`config.mk`:
```
export PLATFORM = sky130hd
export DESIGN_NAME = rom_fetch_arbiter
export DESIGN_NICKNAME = d
export VERILOG_FILES = /design/src/rtl/rom_fetch_arbiter_pkg.sv /design/src/rtl/rom_fetch_arbiter_rr_arbiter4.sv /design/src/rtl/rom_fetch_arbiter.sv
export SDC_FILE = /design/constraint.sdc
export NUM_CORES = 1
export LEC_CHECK = 0
export CAP_MARGIN = 15
export CORE_AREA = 10 10 367 369
export CTS_CLUSTER_SIZE = 10
export DETAILED_ROUTE_END_ITERATION = 6
export DIE_AREA = 0 0 377 379
export PLACE_DENSITY_LB_ADDON = 0.05
export SYNTH_ARGS = -nofsm -noshare
export SYNTH_HDL_FRONTEND = slang
export SYNTH_SLANG_ARGS = --single-unit
```
`constraint.sdc`:
```
create_clock -name clk -period 23.4 [get_ports clk]
set_input_delay 4.68 -clock clk [delete_from_list [all_inputs] [get_ports clk]]
set_output_delay 4.68 -clock clk [all_outputs]
set_load 0.02 [all_outputs]
```
`src/rtl/rom_fetch_arbiter_pkg.sv`:
```
// Shared constants and types for the quad-core instruction ROM fetch arbiter.
package rom_fetch_arbiter_pkg;

    localparam int unsigned NCORES = 4;
    localparam int unsigned LANE_W = 64;
    localparam int unsigned DATA_W = NCORES * LANE_W;

    localparam int unsigned ROM_DEPTH_DEFAULT  = 4096;
    localparam int unsigned SETUP_CYC_DEFAULT  = 3;
    localparam int unsigned ACCESS_CYC_DEFAULT = 3;
    localparam int unsigned HOLD_CYC_DEFAULT   = 3;

    // Phase counter width; comfortably covers any sane phase length.
    localparam int unsigned CNT_W = 8;

    typedef logic [CNT_W-1:0] cnt_t;

    typedef enum logic [1:0] {
        StIdle,
        StSetup,
        StAccess,
        StHold
    } fetch_state_e;

    // Core k owns the lane whose MSB sits at DATA_W-1-k*LANE_W (core 0 is the top lane).
    function automatic int unsigned lane_msb(input int unsigned core);
        return DATA_W - 1 - LANE_W * core;
    endfunction

endpackage

```
`src/rtl/rom_fetch_arbiter_rr_arbiter4.sv`:
```
// Four-way round-robin arbiter: searches from the pointer, skips masked cores,
// and moves the pointer past the winner whenever a grant is taken.
module rr_arbiter4
    import rom_fetch_arbiter_pkg::*;
(
    input  logic              clk,
    input  logic              reset,
    input  logic [NCORES-1:0] req,
    input  logic [NCORES-1:0] mask,
    input  logic              advance,
    output logic [NCORES-1:0] gnt,
    output logic              gnt_valid,
    output logic [1:0]        gnt_idx
);

    logic [1:0]        ptr_q;
    logic [1:0]        cand;
    logic [NCORES-1:0] elig;

    // First eligible core at or after the pointer, wrapping modulo 4.
    always_comb begin
        elig      = req & ~mask;
        gnt_valid = 1'b0;
        gnt_idx   = ptr_q;
        cand      = ptr_q;
        for (int i = 0; i < NCORES; i++) begin
            cand = ptr_q + 2'(i);
            if (!gnt_valid && elig[cand]) begin
                gnt_valid = 1'b1;
                gnt_idx   = cand;
            end
        end
        gnt          = '0;
        gnt[gnt_idx] = gnt_valid;
    end

    // Pointer moves to the core after the winner on every taken grant.
    always_ff @(posedge clk or posedge reset) begin
        if (reset) begin
            ptr_q <= 2'd0;
        end else if (advance && gnt_valid) begin
            ptr_q <= gnt_idx + 2'd1;
        end
    end

endmodule

```
`src/rtl/rom_fetch_arbiter.sv`:
```
// Serialises four cores' fetches onto the shared quad-port ROM bus, sequencing
// notOE/notCE so the bus has a single driver and the ROM timing is honoured.
module rom_fetch_arbiter
    import rom_fetch_arbiter_pkg::*;
#(
    parameter int unsigned ADDR_W     = 54,
    parameter int unsigned ROM_DEPTH  = ROM_DEPTH_DEFAULT,
    parameter int unsigned SETUP_CYC  = SETUP_CYC_DEFAULT,
    parameter int unsigned ACCESS_CYC = ACCESS_CYC_DEFAULT,
    parameter int unsigned HOLD_CYC   = HOLD_CYC_DEFAULT
) (
    input  logic                     clk,
    input  logic                     reset,
    input  logic [NCORES-1:0]        fetch_req,
    input  logic [NCORES*ADDR_W-1:0] fetch_addr,
    output logic [NCORES-1:0]        fetch_ack,
    output logic [NCORES-1:0]        fetch_err,
    output logic [DATA_W-1:0]        fetch_data,
    output logic [ADDR_W-1:0]        rom_addr1,
    output logic [ADDR_W-1:0]        rom_addr2,
    output logic [ADDR_W-1:0]        rom_addr3,
    output logic [ADDR_W-1:0]        rom_addr4,
    output logic                     rom_notOE1,
    output logic                     rom_notOE2,
    output logic                     rom_notOE3,
    output logic                     rom_notOE4,
    output logic                     rom_notCE,
    input  logic [DATA_W-1:0]        rom_data
);

    fetch_state_e      state_q, state_d;
    cnt_t              cnt_q, cnt_d;
    logic [1:0]        core_q, core_d;
    logic [NCORES-1:0] ack_q, ack_d;
    logic [NCORES-1:0] err_q, err_d;
    logic [NCORES-1:0] oe_n_q, oe_n_d;
    logic              ce_n_q, ce_n_d;
    logic [ADDR_W-1:0] addr_q [NCORES];
    logic [DATA_W-1:0] data_q;

    logic [NCORES-1:0] arb_gnt;
    logic              arb_valid;
    logic [1:0]        arb_idx;
    logic              grant;
    logic              capture;
    logic [ADDR_W-1:0] sel_addr;
    logic              addr_bad;
    logic              setup_last, access_last, hold_last;

    // Cores acked this cycle are masked so a held request is not re-granted at once.
    rr_arbiter4 u_arb (
        .clk       (clk),
        .reset     (reset),
        .req       (fetch_req),
        .mask      (ack_q),
        .advance   (grant),
        .gnt       (arb_gnt),
        .gnt_valid (arb_valid),
        .gnt_idx   (arb_idx)
    );

    // Address of the core currently winning arbitration, and its range check.
    always_comb begin
        sel_addr    = fetch_addr[32'(arb_idx) * ADDR_W +: ADDR_W];
        addr_bad    = sel_addr >= ADDR_W'(ROM_DEPTH);
        setup_last  = cnt_q == cnt_t'(SETUP_CYC - 1);
        access_last = cnt_q == cnt_t'(ACCESS_CYC - 1);
        hold_last   = cnt_q == cnt_t'(HOLD_CYC - 1);
    end

    // Next-state logic for the access sequencer and registered bus controls.
    always_comb begin
        state_d = state_q;
        cnt_d   = cnt_q;
        core_d  = core_q;
        ack_d   = '0;
        err_d   = '0;
        grant   = 1'b0;
        capture = 1'b0;
        unique case (state_q)
            StIdle: begin
                if (arb_valid) begin
                    grant  = 1'b1;
                    core_d = arb_idx;
                    if (addr_bad) begin
                        // Rejected without touching the ROM; ack+err next cycle.
                        ack_d = arb_gnt;
                        err_d = arb_gnt;
                    end else begin
                        state_d = StSetup;
                        cnt_d   = '0;
                    end
                end
            end
            StSetup: begin
                if (setup_last) begin
                    state_d = StAccess;
                    cnt_d   = '0;
                end else begin
                    cnt_d = cnt_q + cnt_t'(1);
                end
            end
            StAccess: begin
                if (access_last) begin
                    capture = 1'b1;
                    state_d = StHold;
                    cnt_d   = '0;
                end else begin
                    cnt_d = cnt_q + cnt_t'(1);
                end
            end
            StHold: begin
                if (hold_last) begin
                    state_d        = StIdle;
                    cnt_d          = '0;
                    ack_d[core_q]  = 1'b1;
                end else begin
                    cnt_d = cnt_q + cnt_t'(1);
                end
            end
            default: state_d = StIdle;
        endcase

        // Controls are derived from the next state so the pins come straight from flops.
        ce_n_d = state_d != StAccess;
        oe_n_d = '1;
        if (state_d != StIdle) begin
            oe_n_d[core_d] = 1'b0;
        end
    end

    // Sequencer state and registered ROM/core handshake outputs.
    always_ff @(posedge clk or posedge reset) begin
        if (reset) begin
            state_q <= StIdle;
            cnt_q   <= '0;
            core_q  <= 2'd0;
            ack_q   <= '0;
            err_q   <= '0;
            oe_n_q  <= '1;
            ce_n_q  <= 1'b1;
        end else begin
            state_q <= state_d;
            cnt_q   <= cnt_d;
            core_q  <= core_d;
            ack_q   <= ack_d;
            err_q   <= err_d;
            oe_n_q  <= oe_n_d;
            ce_n_q  <= ce_n_d;
        end
    end

    // Per-core ROM address ports latch only at grant and otherwise hold.
    always_ff @(posedge clk or posedge reset) begin
        if (reset) begin
            for (int k = 0; k < NCORES; k++) begin
                addr_q[k] <= '0;
            end
        end else if (grant) begin
            for (int k = 0; k < NCORES; k++) begin
                if (arb_idx == 2'(k)) begin
                    addr_q[k] <= sel_addr;
                end
            end
        end
    end

    // Only the granted core's lane is refreshed at the end of ACCESS.
    always_ff @(posedge clk or posedge reset) begin
        if (reset) begin
            data_q <= '0;
        end else if (capture) begin
            for (int k = 0; k < NCORES; k++) begin
                if (core_q == 2'(k)) begin
                    data_q[lane_msb(k) -: LANE_W] <= rom_data[lane_msb(k) -: LANE_W];
                end
            end
        end
    end

    assign fetch_ack  = ack_q;
    assign fetch_err  = err_q;
    assign fetch_data = data_q;
    assign rom_addr1  = addr_q[0];
    assign rom_addr2  = addr_q[1];
    assign rom_addr3  = addr_q[2];
    assign rom_addr4  = addr_q[3];
    assign rom_notOE1 = oe_n_q[0];
    assign rom_notOE2 = oe_n_q[1];
    assign rom_notOE3 = oe_n_q[2];
    assign rom_notOE4 = oe_n_q[3];
    assign rom_notCE  = ce_n_q;

endmodule

```
## Word-level counts from Yosys, hierarchy flattened

Cells that the tools add are included.

- $lt $le $gt $ge: 11
- Bitwise logic cells: 4
- $mul: 1
- Muxes and demuxes: 43
- Add/subtract/negate cells: 5
- Eq/ne operators: 13
- Reduce and logical (&&, ||, !) cells: 24
- Shift operators: 1

Operators with widths:

| cell | number |
|---|---|
| $shiftx A216 B9 Y54 | 1 |
| $ge A54 B13 Y1 const B | 1 |
| $mux W8 | 3 |
| $lt A2 B3 Y1 const B | 7 |
| $mux W2 | 10 |
| $mux W4 | 5 |
| $reduce_and A2 Y1 | 9 |
| $pmux W8 S2 | 1 |
| $mux W1 | 15 |
| $eq A2 B2 Y1 const B | 6 |
| $add A8 B1 Y8 const B | 1 |
| $and A4 B4 Y4 | 2 |
| $bmux W1 S2 | 4 |
| $eq A8 B2 Y1 const B | 1 |
| $not A4 Y4 | 2 |
| $pmux W2 S4 | 1 |
| $pmux W4 S2 | 1 |
| $logic_and A1 B1 Y1 | 7 |
| $mul A2 B5 Y7 const B | 1 |
| $demux W1 S2 | 3 |
| $eq A2 B1 Y1 const B | 3 |
| $ge A2 B1 Y1 const B | 3 |
| $logic_not A2 Y1 | 3 |
| $add A2 B1 Y2 const B | 2 |
| 6 further kinds | 10 |

- Flip-flop bits (word level): 499
- Bits of input ports: 478
- Word-level logic and storage cells: 118
- Output and inout port bits: 485

## Longest topological paths before layout

Gate-level depths: netlist (run 1).

- Depth after elaboration: 22
- Mapped depth: 13
- Depth with buffers taken out: 10

## Cells and area by module

Synthesis (run 1) repeated with hierarchy kept, for this count alone.

- Cells, all modules: 1226
- Area total of the unflattened synthesis: 20090.5 sq um

Modules (own cells, without submodules):

| module | seq. area each (sq um) | instances | cells each | area an instance (sq um) |
|---|---|---|---|---|
| rom_fetch_arbiter | 12443.2 | 1 | 1190 | 19723.9 |
| rr_arbiter4 | 50.0 | 1 | 36 | 366.6 |

## Worst setup path before layout (run 1)

Ideal clock, no wire load.

- Kind: input to register
- Start point: in fetch_req[0]
- End point: reg cnt_q[3]
- Setup slack: 15.912 ns
- Data required time: 23.262 ns
- Arrival: 7.350 ns
- Buffers on the path: 2
- Stages: 12
- Library setup time: 0.138 ns
- Cells stage by stage: or3b_1 o21a_1 o21ai_2 nor2_8 inv_2 buf_2 mux4_2 nor4_2 nand4_1 nor3_4 buf_6 o22ai_1

- Cells in the longest elaborated chain, start to end: 18
- Elaborated cells on any way between the ends: 28
- Those cells by class: mul: 1; order compare: 1; eq/ne: 2; shift: 1; mux: 15; bitwise: 1; reduce/logical: 7

Ends and longest elaborated chain:

| what | RTL line | text |
|---|---|---|
| from (decl) | rom_fetch_arbiter.sv:14 | `input logic [NCORES-1:0] fetch_req,` |
| $and A4 B4 Y4 (*) | rom_fetch_arbiter_rr_arbiter4.sv:22 | `elig = req & ~mask;` |
| $bmux W1 S2 | rom_fetch_arbiter_rr_arbiter4.sv:28 | `if (!gnt_valid && elig[cand]) begin` |
| $mux W1 (implied by the code) | rom_fetch_arbiter_rr_arbiter4.sv:28 |  |
| $mux W1 | rom_fetch_arbiter_rr_arbiter4.sv:28 |  |
| $logic_not A1 Y1 | rom_fetch_arbiter_rr_arbiter4.sv:28 |  |
| $logic_and A1 B1 Y1 | rom_fetch_arbiter_rr_arbiter4.sv:28 |  |
| $mux W1 | rom_fetch_arbiter_rr_arbiter4.sv:28 |  |
| $logic_not A1 Y1 | rom_fetch_arbiter_rr_arbiter4.sv:28 |  |
| (+2 left out) | n/a |  |
| $logic_not A1 Y1 | rom_fetch_arbiter_rr_arbiter4.sv:28 |  |
| $logic_and A1 B1 Y1 | rom_fetch_arbiter_rr_arbiter4.sv:28 |  |
| $mux W2 | rom_fetch_arbiter_rr_arbiter4.sv:28 |  |
| $mul A2 B5 Y7 | rom_fetch_arbiter.sv:64 | `sel_addr = fetch_addr[32'(arb_idx) * ADDR_W +: ADDR_W];` |
| $shiftx A216 B9 Y54 | rom_fetch_arbiter.sv:64 |  |
| $ge A54 B13 Y1 | rom_fetch_arbiter.sv:65 | `addr_bad = sel_addr >= ADDR_W'(ROM_DEPTH);` |
| $ne A2 B2 Y1 (no source line) | n/a |  |
| $reduce_and A2 Y1 (no source line) (*) | n/a |  |
| to (signal assigned) | rom_fetch_arbiter.sv:144 | `cnt_q <= cnt_d;` |
| to (decl) | rom_fetch_arbiter.sv:32 | `cnt_t cnt_q, cnt_d;` |

Every way passes the cells marked *; elsewhere a longest branch is shown, timed or not. The select of a mux whose other input is x is not followed.
A chain may end at the register's enable or synchronous reset.

## Worst setup path after layout (run 1)

- Start point: in fetch_req[0]
- End point: reg cnt_q[1]

Same word-level chain as after synthesis.

==> run metrics, run 1 <==
worst hold slack 0.478 ns; clock slew at reported path FFs 0.06 ns; min-delay src rom_addr1[25]$_DFFE_PP0P_; first-pass GRT wire length 159000 um; Core Util, Final 0.271; maximum root-to-sink buffer count 3; sequential-to-total area share from yosys stat 0.605; Starting Density 0.163; Hold Path Stages 2; RSZ-0062 raised after global routing false; vias in the first global route 18537; WHS Endpoint rom_addr1[25]$_DFFE_PP0P_; chip width 377 um; Pre-antenna DRT Iters 5; Final setup viols 0; commonest non-fill, non-tap cell in the layout clkdlybuf4s50_1; CP arrival 9.03 ns; leak pwr 13.7 nW; layout filler cell count 13180; setup slack, reg-to-reg 18.80 ns; min Tclk post-route 8.57 ns; CTS Buf Count 70; area of the multi-input gates 7780 um^2; top-level I/O count 963; Vias 17191; Mapped Cells 1567; Max VDD drop 0.0000588 V; r2r endpoint cnt_q[1]$_DFFE_PP0P_; hold buffer count at cts 0; Cell variety after synth 57; final hold violations 0; max-slew violation total from the final report 0; post-synth top area share 0.599; setup bufs post-CTS 0; setup_tns 0 ns; Worst-Skew Late Latency 0.62 ns; sequential standard cell area 12500 um^2; # nets final 3005; WL/cell 28.0 um; Final ANT Viol Nets 0; Pwr Density 125 nW/um^2; initial antenna violation count 57; global route overflow 0; total track usage 0.158; Root Buffer clkbuf_16; Worst Reg-to-Reg Cells 10; core area 127000 um^2; CP Launch Type input port; H-tree lvl count 3; Area growth, synth to finish 66.8%; TritonCTS Sinks 499; worst min path class reg2reg; Synth area leader dfrtp_1; Area contributors post-synth dfrtp_1, mux2_2, o21ai_0; Critical Path RT 23.85 ns; ys async rst share 1.00; most frequent cells in the layout clkdlybuf4s50_1, dfrtp_1, mux2_2; Pwr Total 0.00430 W; final worst path period share 0.366; flops & latches, synth 499; IO buf count 962; placed cell area 32200 um^2; mean post-synth cell area 13.2 um^2; Syn Nets 2056; crit path kind in2reg; Final Wtd Congestion 0.800; post_cts resized 0; Worst Tran Pin Value 1.20 ns; row count 131; top_reg_cell synth dfrtp_1; share of cells above drive strength 1 0.218; Slew HR 0.203; Die Ht 379 um; 1st-iter DRT viols 820; post-route cell area 34400 um^2; CTS tree built; Max Clock Freq 0.117 GHz; Reg-to-Reg Start fetch_ack[0]$_DFF_PP0_; Setup crit start fetch_req[0]; dpl hpwl 91800 um; Mapped Area 20600 um^2; largest net degree at the start of global routing 144; CP endpoint kind flip-flop; die area 143000 um^2; Routed WL 118000 um; synth warn 0; Post-synth EDFFs 0; clk_skew 0.0173 ns; peak fanout along the critical path 73; Max Cap Violations 0; Residual DRC 0; outcome finished clean; routed vias/inst 4.06
-- routing by layer --
metal  vias up  share of wire  GRT usage
met1      8611           0.35      0.163
met3       202           0.11     0.0728
met2       764           0.51      0.287
li1       7570              -          -
met5         -         0.0022          0
met4        44          0.023     0.0436
-- per-stage QoR --
step           std cells  setup slack, ns
2_1_floorplan       1567             4.80
3_3_place_gp        4106            14.06
3_5_place_dp        4106            14.13
4_1_cts             4222            14.79
5_1_grt             4226            14.52
6_report            4234            14.83
-- layout make-up --
type / count / area share
Antenna cell: 12 / 0.000872
Clock buffer: 103 / 0.0597
Clock inverter: 13 / 0.00422
Inverter: 11 / 0.00142
Multi-Input combinational cell: 951 / 0.226
Sequential cell: 499 / 0.363
Tap cell: 1662 / 0.0604
Timing Repair Buffer: 983 / 0.285
-- synthesized netlist by cell type (3+ instances only) --
| library cell | number |
|---|---|
| dfrtp_1 | 494 |
| mux2_2 | 404 |
| o21ai_0 | 142 |
| nand2_1 | 136 |
| clkbuf_1 | 96 |
| a31oi_1 | 69 |
| a22oi_1 | 32 |
| nor2_1 | 25 |
| nand3_1 | 21 |
| a21oi_1 | 11 |
| ha_1 | 11 |
| inv_1 | 9 |
| a32o_1 | 8 |
| nor4_1 | 8 |
| o22ai_1 | 8 |
| mux2i_1 | 6 |
| buf_2 | 5 |
| dfstp_2 | 5 |
| nand2b_1 | 5 |
| a211oi_1 | 4 |
| buf_1 | 4 |
| mux4_2 | 4 |
| nand4_1 | 4 |
| nor2b_1 | 4 |
| nor3_1 | 4 |
| o31ai_1 | 4 |
| and3_1 | 3 |
| o21a_1 | 3 |
| o21ai_1 | 3 |
| xor2_1 | 3 |
-- worst max path at each step --
stage / endpoint / cells past startpoint
floorplan: cnt_q[0]$_DFFE_PP0P_ / 1
global placement: cnt_q[1]$_DFFE_PP0P_ / 12
detailed placement: cnt_q[1]$_DFFE_PP0P_ / 12
CTS: cnt_q[1]$_DFFE_PP0P_ / 12
global route: cnt_q[1]$_DFFE_PP0P_ / 12
finish: cnt_q[1]$_DFFE_PP0P_ / 12
-- kinds of logic (layout without fill, tap and decap cells) --
family | after synthesis | count (layout) | synth area share
other | 0 | 12 | 0
AOI/OAI and AO/OA | 298 | 298 | 0.0872
xor gates and xnor gates | 5 | 5 | 0.00212
and+or+nand+nor | 223 | 223 | 0.0492
buffers and inverters | 117 | 1110 | 0.0219
muxes | 414 | 414 | 0.228
DFF | 499 | 499 | 0.605
adders and majority gates | 11 | 11 | 0.00667
-- critical path, stage by stage --
cell and delay [ns]:
clkdlybuf4s50_1 0.49, or3b_1 0.38, o21a_1 0.16, o21ai_4 0.12
buf_4 0.63, nor2_8 0.24, inv_2 0.24, mux4_2 0.63
nor4_2 0.29, nand4_1 0.25, nor3_4 0.68, o32ai_1 0.19
-- report_power, final --
| part | internal (W) | switching, W |
|---|---|---|
| combinational | 0.000823 | 0.00119 |
| clock | 0.000627 | 0.000424 |
| sequential | 0.00110 | 0.000139 |
| total | 0.00255 | 0.00175 |
-- registers in the layout (all words and copies together) (netlist names) --
name / cells
u_arb.ptr_q: 2
rom_addr4: 54
oe_n_q: 4
fetch_data: 256
cnt_q: 8
state_q: 2
fetch_err: 4
rom_addr3: 54
core_q: 2
rom_addr2: 54
fetch_ack: 4
rom_addr1: 54
rom_notCE: 1
No activity file was read; power rests on OpenSTA's default activity.
==> run 2, diff against run 1 <==
clock period = 8.28 ns   (was 23.4 ns; I/O delays follow)
==> run 2 against run 1 <==
Hold slack got worse by 0.0024 ns. Register-to-register slack got worse by 15 ns. First-iteration DRC count is 11% lower. Die area stayed put. Combinational power rose to 2.8 times the previous value. Global-route usage shrank 0.85 points. Clock power grew to 2.8 times the previous value.
==> run metrics, run 2 (synthesis results as in run 1) <==
CP endpoint kind flip-flop; WL/cell 26.4 um; Area growth, synth to finish 66.9%; Die Ht 379 um; Root Buffer clkbuf_16; setup bufs post-CTS 0; Critical Path RT 8.74 ns; Final ANT Viol Nets 0; Max Cap Violations 0; top-level I/O count 963; CTS Buf Count 69; CTS tree built; outcome finished clean; peak fanout along the critical path 26; routed vias/inst 4.01; Worst Tran Pin Value 1.11 ns; final hold violations 0; Pwr Density 351 nW/um^2; share of cells above drive strength 1 0.216; dpl hpwl 87200 um; first-pass GRT wire length 153000 um; min Tclk post-route 5.64 ns; row count 131; maximum root-to-sink buffer count 3; IO buf count 962; CP Launch Type input port; leak pwr 13.7 nW; max FFs per register 256; Pwr Total 0.0121 W; max-slew violation total from the final report 0; clk_skew 0.0175 ns; Max VDD drop 0.000173 V; Final setup viols 0; Residual DRC 0; Hold Path Stages 2; chip width 377 um; Slew HR 0.252; crit path kind in2reg; Routed WL 112000 um; CP arrival 6.10 ns; die area 143000 um^2; layout filler cell count 13158; core area 127000 um^2; most frequent cells in the layout clkdlybuf4s50_1, dfrtp_1, mux2_2; Worst-Skew Late Latency 0.63 ns; global route overflow 0; Pre-antenna DRT Iters 5; total track usage 0.150; vias in the first global route 18743; hold buffer count at cts 0; Final Wtd Congestion 0.803; TritonCTS Sinks 499; fin cells 4243; Core Util, Final 0.271; # nets final 3007; H-tree lvl count 3; initial antenna violation count 27; 1st-iter DRT viols 733; post-route cell area 34400 um^2; worst min path class reg2reg; Worst Reg-to-Reg Cells 11; Vias 17031; post_cts resized 0; RSZ-0062 raised after global routing false; commonest non-fill, non-tap cell in the layout clkdlybuf4s50_1; placed cell count 4109; final worst path period share 0.681; clock slew at reported path FFs 0.05 ns; placed cell area 32300 um^2; Starting Density 0.163; Max Clock Freq 0.177 GHz; largest net degree at the start of global routing 139
## run 2: path summary, 6_finish.rpt
check | from | end | slack [ns]
setup / recovery | fetch_req[2] | cnt_q[1]$_DFFE_PP0P_ | 2.64
hold / removal | rom_addr3[5]$_DFFE_PP0P_ | rom_addr3[5]$_DFFE_PP0P_ | 0.48
setup reg to reg | fetch_ack[2]$_DFF_PP0_ | cnt_q[1]$_DFFE_PP0P_ | 3.60
hold reg to reg | rom_addr3[5]$_DFFE_PP0P_ | rom_addr3[5]$_DFFE_PP0P_ | 0.48
max in group asynchronous | reset | rom_addr4[2]$_DFFE_PP0P_ | 5.35
min in group asynchronous | reset | fetch_data[76]$_DFFE_PP0P_ | 1.40
## run 2: area by class of cell
cell class	count	area (um^2)	area share
inverters	11	45.0	0.00131
clock inverters	16	189	0.00548
flip-flops and latches	499	12500	0.363
diodes	16	40.0	0.00116
multi-input cells	951	7780	0.226
repair buffers	986	9860	0.286
well taps	1662	2080	0.0604
clock buffers	102	1960	0.0570
## run 2: power breakdown
part	internal, W	switching (W)
Combinational	0.00234	0.00336
Clock	0.00173	0.00118
Sequential	0.00311	0.000372
Total	0.00718	0.00491
## run 2: metal layers
layer  track usage  part of all wire  vias to the layer above
met3        0.0667              0.10                      140
li1              -                 -                     7594
met1         0.154              0.35                     8583
met2         0.269              0.52                      692
met5             0            0.0013                        -
met4        0.0516             0.025                       22
## run 2: worst max-delay path: stages
cell and delay (ns):
clkdlybuf4s50_1 0.46, nand2b_1 0.14, nor3_1 0.26, o31a_2 0.56, inv_2 0.46, buf_4 0.31, a31oi_1 0.15, a22oi_1 0.30
nor4_1 0.53, nand4_1 0.38, nor3_4 0.65, o32ai_1 0.19
## run 2: through the flow
stage | setup WS, ns | hold slack [ns] | TNS, ns
floorplan | -0.142 | 0.520 | -70.35
detailed placement | 1.97 | 0.469 | 0
global placement | 1.96 | 0.461 | 0
CTS | 2.63 | 0.482 | 0
finish | 2.64 | 0.475 | 0
global route | 2.20 | 0.506 | 0
